<file path="src/rtl/dilithium_pkg.sv">
// Shared Dilithium job definitions: mode encoding, security levels, per-operation output sizes.
// Used by the job controller and the output adapter so both agree on stream lengths.
package dilithium_pkg;

   typedef enum logic [1:0] {
      MODE_KEYGEN  = 2'd0,
      MODE_VERIFY  = 2'd1,
      MODE_SIGN    = 2'd2,
      MODE_ILLEGAL = 2'd3
   } mode_e;

   typedef enum logic [1:0] {
      ST_IDLE  = 2'd0,
      ST_START = 2'd1,
      ST_RUN   = 2'd2,
      ST_DONE  = 2'd3
   } job_state_e;

   localparam logic [2:0] SEC_LVL_2 = 3'd2;
   localparam logic [2:0] SEC_LVL_3 = 3'd3;
   localparam logic [2:0] SEC_LVL_5 = 3'd5;

   // Output sizes in 64-bit words.
   localparam logic [15:0] KEYGEN_WORDS_L2 = 16'd480;
   localparam logic [15:0] KEYGEN_WORDS_L3 = 16'd744;
   localparam logic [15:0] KEYGEN_WORDS_L5 = 16'd932;
   localparam logic [15:0] VERIFY_WORDS    = 16'd1;
   localparam logic [15:0] SIGN_WORDS_L2   = 16'd303;
   localparam logic [15:0] SIGN_WORDS_L3   = 16'd412;
   localparam logic [15:0] SIGN_WORDS_L5   = 16'd575;

   // Unknown levels run as the strongest parameter set.
   function automatic logic [2:0] normalize_sec_lvl(input logic [2:0] sec_lvl);
      if (sec_lvl == SEC_LVL_2 || sec_lvl == SEC_LVL_3) return sec_lvl;
      return SEC_LVL_5;
   endfunction

   function automatic logic [15:0] expected_out_words(input logic [1:0] mode,
                                                      input logic [2:0] sec_lvl);
      logic [15:0] words;
      words = '0;
      case (mode_e'(mode))
         MODE_KEYGEN: begin
            case (sec_lvl)
               SEC_LVL_2: words = KEYGEN_WORDS_L2;
               SEC_LVL_3: words = KEYGEN_WORDS_L3;
               default:   words = KEYGEN_WORDS_L5;
            endcase
         end
         MODE_VERIFY: words = VERIFY_WORDS;
         MODE_SIGN: begin
            case (sec_lvl)
               SEC_LVL_2: words = SIGN_WORDS_L2;
               SEC_LVL_3: words = SIGN_WORDS_L3;
               default:   words = SIGN_WORDS_L5;
            endcase
         end
         default: words = '0;
      endcase
      return words;
   endfunction

endpackage

</file>
<file path="src/rtl/job_watchdog.sv">
// Loadable down-counter: clear reloads TIMEOUT_CYCLES-1, expire is high while enabled at zero.
// Zero latency from count reaching zero to expire; no handshake, never stalls.
module job_watchdog #(
   parameter int TIMEOUT_CYCLES = 65535
) (
   input  logic clk,
   input  logic rst,
   input  logic clear,
   input  logic en,
   output logic expire
);

   localparam int W = (TIMEOUT_CYCLES < 2) ? 1 : $clog2(TIMEOUT_CYCLES + 1);
   localparam logic [W-1:0] LOAD_VAL = W'(TIMEOUT_CYCLES - 1);

   logic [W-1:0] cnt;

   always_ff @(posedge clk) begin
      if (rst) begin
         cnt <= LOAD_VAL;
      end else if (clear) begin
         cnt <= LOAD_VAL;
      end else if (en && cnt != '0) begin
         cnt <= cnt - 1'b1;
      end
   end

   assign expire = en && (cnt == '0);

endmodule

</file>
<file path="src/rtl/dilithium_job_controller.sv">
// Runs one Dilithium job: start pulse in, counts adapter output beats, done/err out; cmd_ready only in IDLE.
// Optional watchdog under DILITHIUM_JOB_WATCHDOG_EN; beats are snooped, never backpressured.
module dilithium_job_controller
   import dilithium_pkg::*;
#(
   parameter int W_CNT          = 10,
   parameter int TIMEOUT_CYCLES = 65535
) (
   input  logic       clk,
   input  logic       rst,
   input  logic       cmd_valid,
   output logic       cmd_ready,
   input  logic [1:0] cmd_mode,
   input  logic [2:0] cmd_sec_lvl,
   output logic       start,
   output logic [1:0] mode,
   output logic [2:0] sec_lvl,
   input  logic       out_valid,
   input  logic       out_ready,
   input  logic       out_last,
   output logic       busy,
   output logic       done,
   output logic       err_size,
   output logic       err_cmd,
   output logic       err_timeout
);

   job_state_e       state, state_nxt;
   logic [W_CNT-1:0] beat_cnt;
   logic [W_CNT:0]   cnt_inc;
   logic [W_CNT:0]   exp_words;
   logic             accept;
   logic             beat;
   logic             wd_expire;

   assign accept    = cmd_valid && (state == ST_IDLE);
   assign beat      = out_valid && out_ready && (state == ST_RUN);
   assign cnt_inc   = {1'b0, beat_cnt} + (W_CNT+1)'(1);
   assign exp_words = (W_CNT+1)'(expected_out_words(mode, sec_lvl));

`ifdef DILITHIUM_JOB_WATCHDOG_EN
   logic err_timeout_q;

   job_watchdog #(
      .TIMEOUT_CYCLES(TIMEOUT_CYCLES)
   ) u_watchdog (
      .clk    (clk),
      .rst    (rst),
      .clear  ((state == ST_START) || beat),
      .en     (state == ST_RUN),
      .expire (wd_expire)
   );

   always_ff @(posedge clk) begin
      if (rst) begin
         err_timeout_q <= 1'b0;
      end else if (accept) begin
         err_timeout_q <= 1'b0;
      end else if (state == ST_RUN && wd_expire && !beat) begin
         err_timeout_q <= 1'b1;
      end
   end

   assign err_timeout = err_timeout_q;
`else
   assign wd_expire   = 1'b0;
   assign err_timeout = 1'b0;
`endif

   always_ff @(posedge clk) begin
      if (rst) begin
         state <= ST_IDLE;
      end else begin
         state <= state_nxt;
      end
   end

   always_comb begin
      state_nxt = state;
      case (state)
         ST_IDLE: begin
            if (cmd_valid) begin
               state_nxt = (cmd_mode == MODE_ILLEGAL) ? ST_DONE : ST_START;
            end
         end
         ST_START: state_nxt = ST_RUN;
         ST_RUN: begin
            if (beat && out_last) begin
               state_nxt = ST_DONE;
            end else if (wd_expire && !beat) begin
               state_nxt = ST_DONE;
            end
         end
         ST_DONE: state_nxt = ST_IDLE;
         default: state_nxt = ST_IDLE;
      endcase
   end

   always_comb begin
      cmd_ready = 1'b0;
      start     = 1'b0;
      done      = 1'b0;
      busy      = 1'b1;
      case (state)
         ST_IDLE: begin
            cmd_ready = 1'b1;
            busy      = 1'b0;
         end
         ST_START: start = 1'b1;
         ST_DONE:  done  = 1'b1;
         default:  ;
      endcase
   end

   // Job registers, beat counter and sticky error flags.
   always_ff @(posedge clk) begin
      if (rst) begin
         mode     <= '0;
         sec_lvl  <= '0;
         beat_cnt <= '0;
         err_size <= 1'b0;
         err_cmd  <= 1'b0;
      end else if (accept) begin
         mode     <= cmd_mode;
         sec_lvl  <= normalize_sec_lvl(cmd_sec_lvl);
         beat_cnt <= '0;
         err_size <= 1'b0;
         err_cmd  <= (cmd_mode == MODE_ILLEGAL);
      end else if (beat) begin
         if (beat_cnt != '1) begin
            beat_cnt <= beat_cnt + 1'b1;
         end
         // A short stream is caught on last; an overlong one as soon as it reaches the size.
         if (out_last ? (cnt_inc != exp_words) : (cnt_inc >= exp_words)) begin
            err_size <= 1'b1;
         end
      end
   end

endmodule

</file>
<file path="config.mk">
export PLATFORM = sky130hd
export DESIGN_NAME = dilithium_job_controller
export DESIGN_NICKNAME = d
export VERILOG_FILES = /design/src/rtl/dilithium_pkg.sv /design/src/rtl/job_watchdog.sv /design/src/rtl/dilithium_job_controller.sv
export SDC_FILE = /design/constraint.sdc
export NUM_CORES = 1
export LEC_CHECK = 0
export BUFFER_PORTS_ARGS = -buffer_cell sky130_fd_sc_hd__buf_2
export CAP_MARGIN = 20
export CORE_ASPECT_RATIO = 1.1
export CORE_MARGIN = 2
export CORE_UTILIZATION = 50
export DETAILED_ROUTE_END_ITERATION = 6
export MAX_ROUTING_LAYER = met4
export PLACE_DENSITY = 0.75
export SLEW_MARGIN = 20
export SYNTH_ARGS = -nofsm -noshare
export SYNTH_HDL_FRONTEND = slang
export SYNTH_SLANG_ARGS = --single-unit
</file>
<file path="constraint.sdc">
create_clock -name clk -period 2.2 [get_ports clk]
set_input_delay 0.11 -clock clk [delete_from_list [all_inputs] [get_ports clk]]
set_output_delay 0.11 -clock clk [all_outputs]
set_load 0.05 [all_outputs]
</file>
=== Word-level counts from Yosys, hierarchy flattened ===
Index checks and enable logic that the tools add are counted.

* Bits in registers: 19
* Bits in latches: 0
* Bits in writable memories: 0
* Memory bits (read-only): 0
* Memories kept: 0

* Add/subtract/negate cells: 2
* Multiply operators: 0
* Divide/modulo/power cells: 0
* Magnitude comparators: 1
* Equal/unequal tests: 14
* Shift-type cells: 0
* Mux-type cells: 17
* Bitwise operators: 0
* Reductions and logical operators: 11

{| class="wikitable"
|+ Operators by type and width
! kind !! number
|-
| $pmux 10 s2 || 2
|-
| $pmux 11 s3 || 1
|-
| $eq 3x2->1 const B || 4
|-
| $add 10x1->11 const B || 1
|-
| $ge 11x11->1 || 1
|-
| $ne 11x11->1 || 1
|-
| $add 10x1->10 const B || 1
|-
| $ne 10x10->1 const B || 1
|-
| $eq 2x2->1 const B || 4
|-
| $mux 1 || 8
|-
| $pmux 2 s4 || 1
|-
| $mux 2 || 3
|-
| $mux 3 || 2
|-
| $reduce_and 2->1 || 3
|-
| $eq 2x1->1 const B || 2
|-
| $logic_and 1x1->1 || 4
|-
| $logic_not 2->1 || 2
|-
| $ne 2x1->1 const B || 1
|-
| $ne 2x2->1 const B || 1
|-
| $reduce_or 2->1 || 1
|-
| $logic_or 1x1->1 || 1
|}

=== Depth between registers and ports, before layout ===
* Word-level depth: 6
* Depth in mapped cells: 11
* Gate-level depth less buffers: 10

=== Worst setup path after synthesis ===
No wires, ideal clock.

* Path kind: register to register
* Start: register beat_cnt[0]
* End: register err_size
* Library setup time: 0.125 ns
* Arrival: 2.311 ns
* Data required time: 2.075 ns
* Setup slack: -0.237 ns
* Stages on the path, launching flop included: 12
* Buffers on the path: 1
* Period minus slack after synthesis: 2.437 ns
* Path through: dfxtp_1 > ha_1 > nand3_2 > or2_0 > clkbuf_2 > nor2_1 > xor2_1 > ha_1 > a21o_1 > a211oi_1 > a2111oi_0 > o2bb2ai_1

* Cells in the longest elaborated chain, start to end: 4

{| class="wikitable"
|+ RTL lines
! element !! RTL line !! source
|-
| start: declaration || dilithium_job_controller.sv:29 || <nowiki>logic [W_CNT-1:0] beat_cnt;</nowiki>
|-
| start signal: assignment || dilithium_job_controller.sv:131 || <nowiki>beat_cnt <= beat_cnt + 1'b1;</nowiki>
|-
| $add 10x1->11 * || dilithium_job_controller.sv:38 || <nowiki>assign cnt_inc = {1'b0, beat_cnt} + (W_CNT+1)'(1);</nowiki>
|-
| named net cnt_inc[8] || dilithium_job_controller.sv:30 || <nowiki>logic [W_CNT:0] cnt_inc;</nowiki>
|-
| $ge 11x11->1 or $ne 11x11->1 (tied branches) || dilithium_job_controller.sv:134 || <nowiki>if (out_last ? (cnt_inc != exp_words) : (cnt_inc >= exp_words)) begin</nowiki>
|-
| $mux 1 * || dilithium_job_controller.sv:134 ||
|-
| $reduce_and 2->1 (no line) * || -- ||
|-
| end signal: assignment || dilithium_job_controller.sv:121 || <nowiki>err_size <= 1'b0;</nowiki>
|-
| end signal: assignment || dilithium_job_controller.sv:127 || <nowiki>err_size <= 1'b0;</nowiki>
|-
| end signal: assignment || dilithium_job_controller.sv:135 || <nowiki>err_size <= 1'b1;</nowiki>
|-
| end: declaration || dilithium_job_controller.sv:23 || <nowiki>output logic err_size,</nowiki>
|}

The timed path passes the listed nets; every way through them passes the cells marked *.
A chain may end at the register's enable or synchronous reset.

=== Final worst setup path ===
Ends and elaborated chain as after synthesis.

==> flow_summary.html <==
<table>
<tr><th>Metric</th><th>Value</th></tr>
<tr><th colspan="2">Placement</th></tr>
<tr><td>Port bufs</td><td>21</td></tr>
<tr><td>Global placement routability congestion</td><td>0.8879</td></tr>
<tr><td>Placed cells</td><td>227</td></tr>
<tr><td>Final HPWL DP</td><td>2580 um</td></tr>
<tr><th colspan="2">Timing</th></tr>
<tr><td>Final critical delay including setup and external delays</td><td>2.241 ns</td></tr>
<tr><td>Number of hold violations in the final report</td><td>0</td></tr>
<tr><td>Max-slew violation count</td><td>0</td></tr>
<tr><td>Number of setup violations in the final report</td><td>1</td></tr>
<tr><td>Worst Clk Skew</td><td>0.004323 ns</td></tr>
<tr><td>Final period utilization</td><td>101.8%</td></tr>
<tr><td>Max frequency</td><td>446.3 MHz</td></tr>
<tr><td>Setup repair after global routing missed its margin</td><td>true</td></tr>
<tr><td>Final setup margin</td><td>-0.04061 ns</td></tr>
<tr><th colspan="2">Clock tree</th></tr>
<tr><td>Clock slew seen by the registers of the worst setup and hold paths</td><td>0.12 ns</td></tr>
<tr><td>Total clock buffers created by CTS</td><td>3</td></tr>
<tr><td>Cts hold-fix bufs</td><td>0</td></tr>
<tr><td>Insertion delay to the later sink of the worst-skew pair</td><td>0.31 ns</td></tr>
<tr><td>Clock Tree Buf Depth</td><td>2</td></tr>
<tr><td>CTS tree</td><td>built</td></tr>
<tr><td>Number of clock sinks seen by CTS</td><td>19</td></tr>
<tr><td>Number of H-tree levels</td><td>1</td></tr>
<tr><td>CTS root buf</td><td>clkbuf_4</td></tr>
<tr><th colspan="2">Synth</th></tr>
<tr><td>Warnings, synthesis</td><td>0</td></tr>
<tr><td>Synth Area in Adders</td><td>13.60%</td></tr>
<tr><td>Post-Syn Instances</td><td>175</td></tr>
<tr><td>Post-synth EDFFs</td><td>0</td></tr>
<tr><td>Number of storage elements in the synthesis netlist</td><td>19</td></tr>
<tr><td>Portion of synthesized cell area occupied by the leading cell type</td><td>27.56%</td></tr>
<tr><td>Count leader, synth</td><td>dfxtp_1</td></tr>
<tr><td>Multiplexer fraction of the synthesized cell area</td><td>0%</td></tr>
<tr><td>Cell type with the highest aggregate area in the netlist</td><td>dfxtp_1</td></tr>
<tr><td>Leading post-synthesis cells by cell area</td><td>dfxtp_1, ha_1, a21oi_1</td></tr>
<tr><td>Area of the mapped netlist</td><td>0.001380 sq mm</td></tr>
<tr><td>Most common flop cell mapped by yosys</td><td>dfxtp_1</td></tr>
<tr><td>Share of the synthesized area in compound gates (AO/OA/AOI/OAI)</td><td>22.85%</td></tr>
<tr><td>Leading cell types by count after synthesis</td><td>dfxtp_1, nand2_1, a21oi_1, ha_1, nand3_1</td></tr>
<tr><td>Combinational family with the most area after synthesis</td><td>simple AND/OR/NAND/NOR gates</td></tr>
<tr><td>Post-synthesis simple-gate area fraction</td><td>25.39%</td></tr>
<tr><td>Average size of a mapped cell</td><td>7.886 sq um</td></tr>
<tr><td>Net count after synthesis</td><td>201</td></tr>
<tr><td>Yosys cell types</td><td>42</td></tr>
<tr><td>Post-synthesis xor/xnor area fraction</td><td>5.077%</td></tr>
<tr><td>Share of synthesized registers carrying an async set or reset</td><td>0%</td></tr>
<tr><td>Seq/Total Area, Yosys</td><td>27.56%</td></tr>
<tr><th colspan="2">Routing</th></tr>
<tr><td>Number of optimization iterations in the first detailed-route pass</td><td>4</td></tr>
<tr><td>Detailed-route wire length per cell</td><td>14.29 um</td></tr>
<tr><td>Number of antenna-violating nets in the routed design</td><td>0</td></tr>
<tr><td>Starting DRT DRC Count</td><td>51</td></tr>
<tr><td>Detailed-route wire length</td><td>3300 um</td></tr>
<tr><td>Vias</td><td>1368</td></tr>
<tr><td>DR DRC count</td><td>0</td></tr>
<tr><td>Average vias per placed instance</td><td>5.922</td></tr>
<tr><th colspan="2">Final layout</th></tr>
<tr><td>Net count reported at finish</td><td>227</td></tr>
<tr><td>Filler-free cell count of the finished design</td><td>231</td></tr>
<tr><td>Synthesis-to-finish area growth</td><td>18.95%</td></tr>
<tr><td>Core occupancy in the finished layout</td><td>63.94%</td></tr>
<tr><td>Antenna cell count</td><td>0</td></tr>
<tr><td>Fraction of final layout cells with drive strength greater than 1</td><td>23.50%</td></tr>
<tr><th colspan="2">Setup path</th></tr>
<tr><td>Highest-delay cell along the critical path</td><td>dfxtp_4</td></tr>
<tr><td>Kind of cell adding the most delay to the critical path</td><td>compound AO/OA/AOI/OAI gates</td></tr>
<tr><td>Largest stage delay on the critical path</td><td>0.40 ns</td></tr>
<tr><td>R2R Path Start</td><td>beat_cnt[0]$_SDFFE_PP0P_</td></tr>
<tr><td>Register-to-register path setup slack</td><td>-0.04 ns</td></tr>
<tr><td>Endpoint arrival time on the critical path</td><td>2.44 ns</td></tr>
<tr><td>Critical path type</td><td>flop to flop</td></tr>
<tr><td>Crit end category</td><td>flop</td></tr>
<tr><td>Critical path fanouts, max</td><td>6</td></tr>
<tr><td>Worst flop-to-flop path endpoint</td><td>err_size$_SDFFE_PP0P_</td></tr>
<tr><td>Critical path required time</td><td>2.40 ns</td></tr>
<tr><td>Nature of the critical path startpoint</td><td>flop</td></tr>
<tr><td>Number of buffer and inverter stages on the critical path</td><td>0</td></tr>
<tr><td>Critical path cell sequence</td><td>ha_4, nand3_4, or2_1, nor2_1, xor2_1, ha_1, a21o_1, a211oi_2, o211ai_1, o2bb2ai_1</td></tr>
<tr><td>Length in cells of the worst reg-to-reg path</td><td>10</td></tr>
<tr><th colspan="2">Global route</th></tr>
<tr><td>Total global routing track utilization</td><td>23.59%</td></tr>
<tr><td>Number of antenna violations at the first check in global routing</td><td>0</td></tr>
<tr><td>Vias in the first global route</td><td>1293</td></tr>
<tr><td>Pin count of the biggest net entering global routing</td><td>12</td></tr>
<tr><td>Sum of overflow across all layers after global routing</td><td>0</td></tr>
<tr><td>Global-route wire length before repair</td><td>5485 um</td></tr>
<tr><th colspan="2">Floorplanning</th></tr>
<tr><td>Row cnt</td><td>19</td></tr>
<tr><td>Core ar.</td><td>0.002567 sq mm</td></tr>
<tr><td>Full die area</td><td>0.003197 sq mm</td></tr>
<tr><td>Die X-Extent</td><td>54.09 um</td></tr>
<tr><td>Effective utilization at floorplan</td><td>53.75%</td></tr>
<tr><td>Die Span Y</td><td>59.10 um</td></tr>
<tr><td>I/O pin count</td><td>23</td></tr>
<tr><th colspan="2">Hold path</th></tr>
<tr><td>Hold Path Stages</td><td>3</td></tr>
<tr><td>End point of the worst hold path</td><td>err_cmd$_SDFFE_PP0P_</td></tr>
<tr><td>Beginning of the worst hold path</td><td>cmd_mode[1]</td></tr>
<tr><td>Type of the tightest min-delay check</td><td>input pin to flop</td></tr>
<tr><th colspan="2">Power</th></tr>
<tr><td>Worst ir drop on vdd</td><td>0.0007345 V</td></tr>
<tr><td>Leakage Power</td><td>0.7007 nW</td></tr>
<tr><td>Power density normalized to cell area</td><td>760.7 mW/mm^2</td></tr>
<tr><th colspan="2">Status</th></tr>
<tr><td>Status</td><td>complete, but fails checks</td></tr>
<tr><td>Violations in the final reports</td><td>setup timing</td></tr>
<tr><th colspan="2">Flow run</th></tr>
<tr><td>Max_cap viols</td><td>0</td></tr>
</table>
-- how the worst max path moves through the flow --
stage                                         from                    end  slack (ns)  cells after the start
after floorplan           beat_cnt[1]$_SDFFE_PP0P_  err_size$_SDFFE_PP0P_     -0.0008                     11
after global placement    beat_cnt[0]$_SDFFE_PP0P_  err_size$_SDFFE_PP0P_        0.08                     10
after detailed placement  beat_cnt[0]$_SDFFE_PP0P_  err_size$_SDFFE_PP0P_       -0.09                     10
after CTS                 beat_cnt[0]$_SDFFE_PP0P_  err_size$_SDFFE_PP0P_       -0.02                     10
after global routing      beat_cnt[0]$_SDFFE_PP0P_  err_size$_SDFFE_PP0P_       -0.16                     10
final                     beat_cnt[0]$_SDFFE_PP0P_  err_size$_SDFFE_PP0P_       -0.04                     10
-- routing by layer --
layer  wire (um)  share of wire [%]  GRT usage [%]
met1        1462                 44          28.39
met3         141                4.3          4.040
met5           0                  0              -
met2        1636                 50          39.20
met4          59                1.8          8.214
-- through the flow --
| stage | worst slack (ns) | area [sq um] | power (mW) | hold slack [ns] | TNS (ns) |
|---|---|---|---|---|---|
| final | -0.04061 | 1642 | 1.249 | 0.06685 | -0.04061 |
| after CTS | -0.01636 | 1625 | 1.254 | 0.06853 | -0.01636 |
| after global placement | 0.08194 | 1590 | 1.043 | 0.3896 | 0 |
| after floorplan | -0.0007612 | 1410 | 0.9169 | 0.2576 | -0.0007612 |
| after detailed placement | -0.08727 | 1590 | 1.065 | 0.3947 | -0.08727 |
| after global routing | -0.1625 | 1642 | 1.329 | 0.07597 | -0.1625 |
-- cell type report --
type	count	area (sq um)
Tap cell	31	38.79
Multi-Input combinational cell	139	974.7
Fill cell	240	925.9
Clock buffer	4	26.28
Sequential cell	19	387.9
Inverter	5	18.77
Timing Repair Buffer	33	195.2
-- registers in the layout, indices dropped and copies added (netlist names) --
name and flops:
beat_cnt 10, err_cmd 1, mode 2, err_size 1
sec_lvl 3, state 2
-- layout by cell type (no fill, tap or decap), types with 3 or more instances in the layout --
cell type  instances
buf_2             21
clkbuf_4           3
o31ai_1            5
nand3_1           11
buf_4             12
inv_1              5
or4_1              4
a211oi_1           3
nor4_1             3
dfxtp_1           17
ha_1              14
a21o_1             3
xnor2_1            5
a21oi_1           15
nor2_1            11
o21ai_0            7
nand2_1           17
xor2_1             3
nor3_1             3
nand2b_1           3
nand4_1            3
-- cells by family after synthesis --
group,Yosys count
AND/OR/NAND/NOR,67
AO/OA/AOI/OAI,48
flip-flops,19
buffers and inverters,17
adder cells (fa/ha/maj),15
XOR/XNOR,8
other,1
-- power by group --
part	total, mW	internal, mW	switching [mW]
registers	0.422	0.380	0.0423
logic	0.638	0.191	0.447
clock network	0.189	0.0708	0.118
total	1.25	0.642	0.607
-- worst min-delay path, delay by kind of cell --
kind / cells / cell delay, ns
AOI/OAI and AO/OA: 1 / 0.05
buffers and inverters: 1 / 0.11
and+or+nand+nor: 1 / 0.06
-- timing repair --
action	4_1_cts	5_1_grt
setup buffers	0	0
gates resized for setup	3	3
endpoints found under the setup margin	1	1
Power figures use the tool's default switching activity.
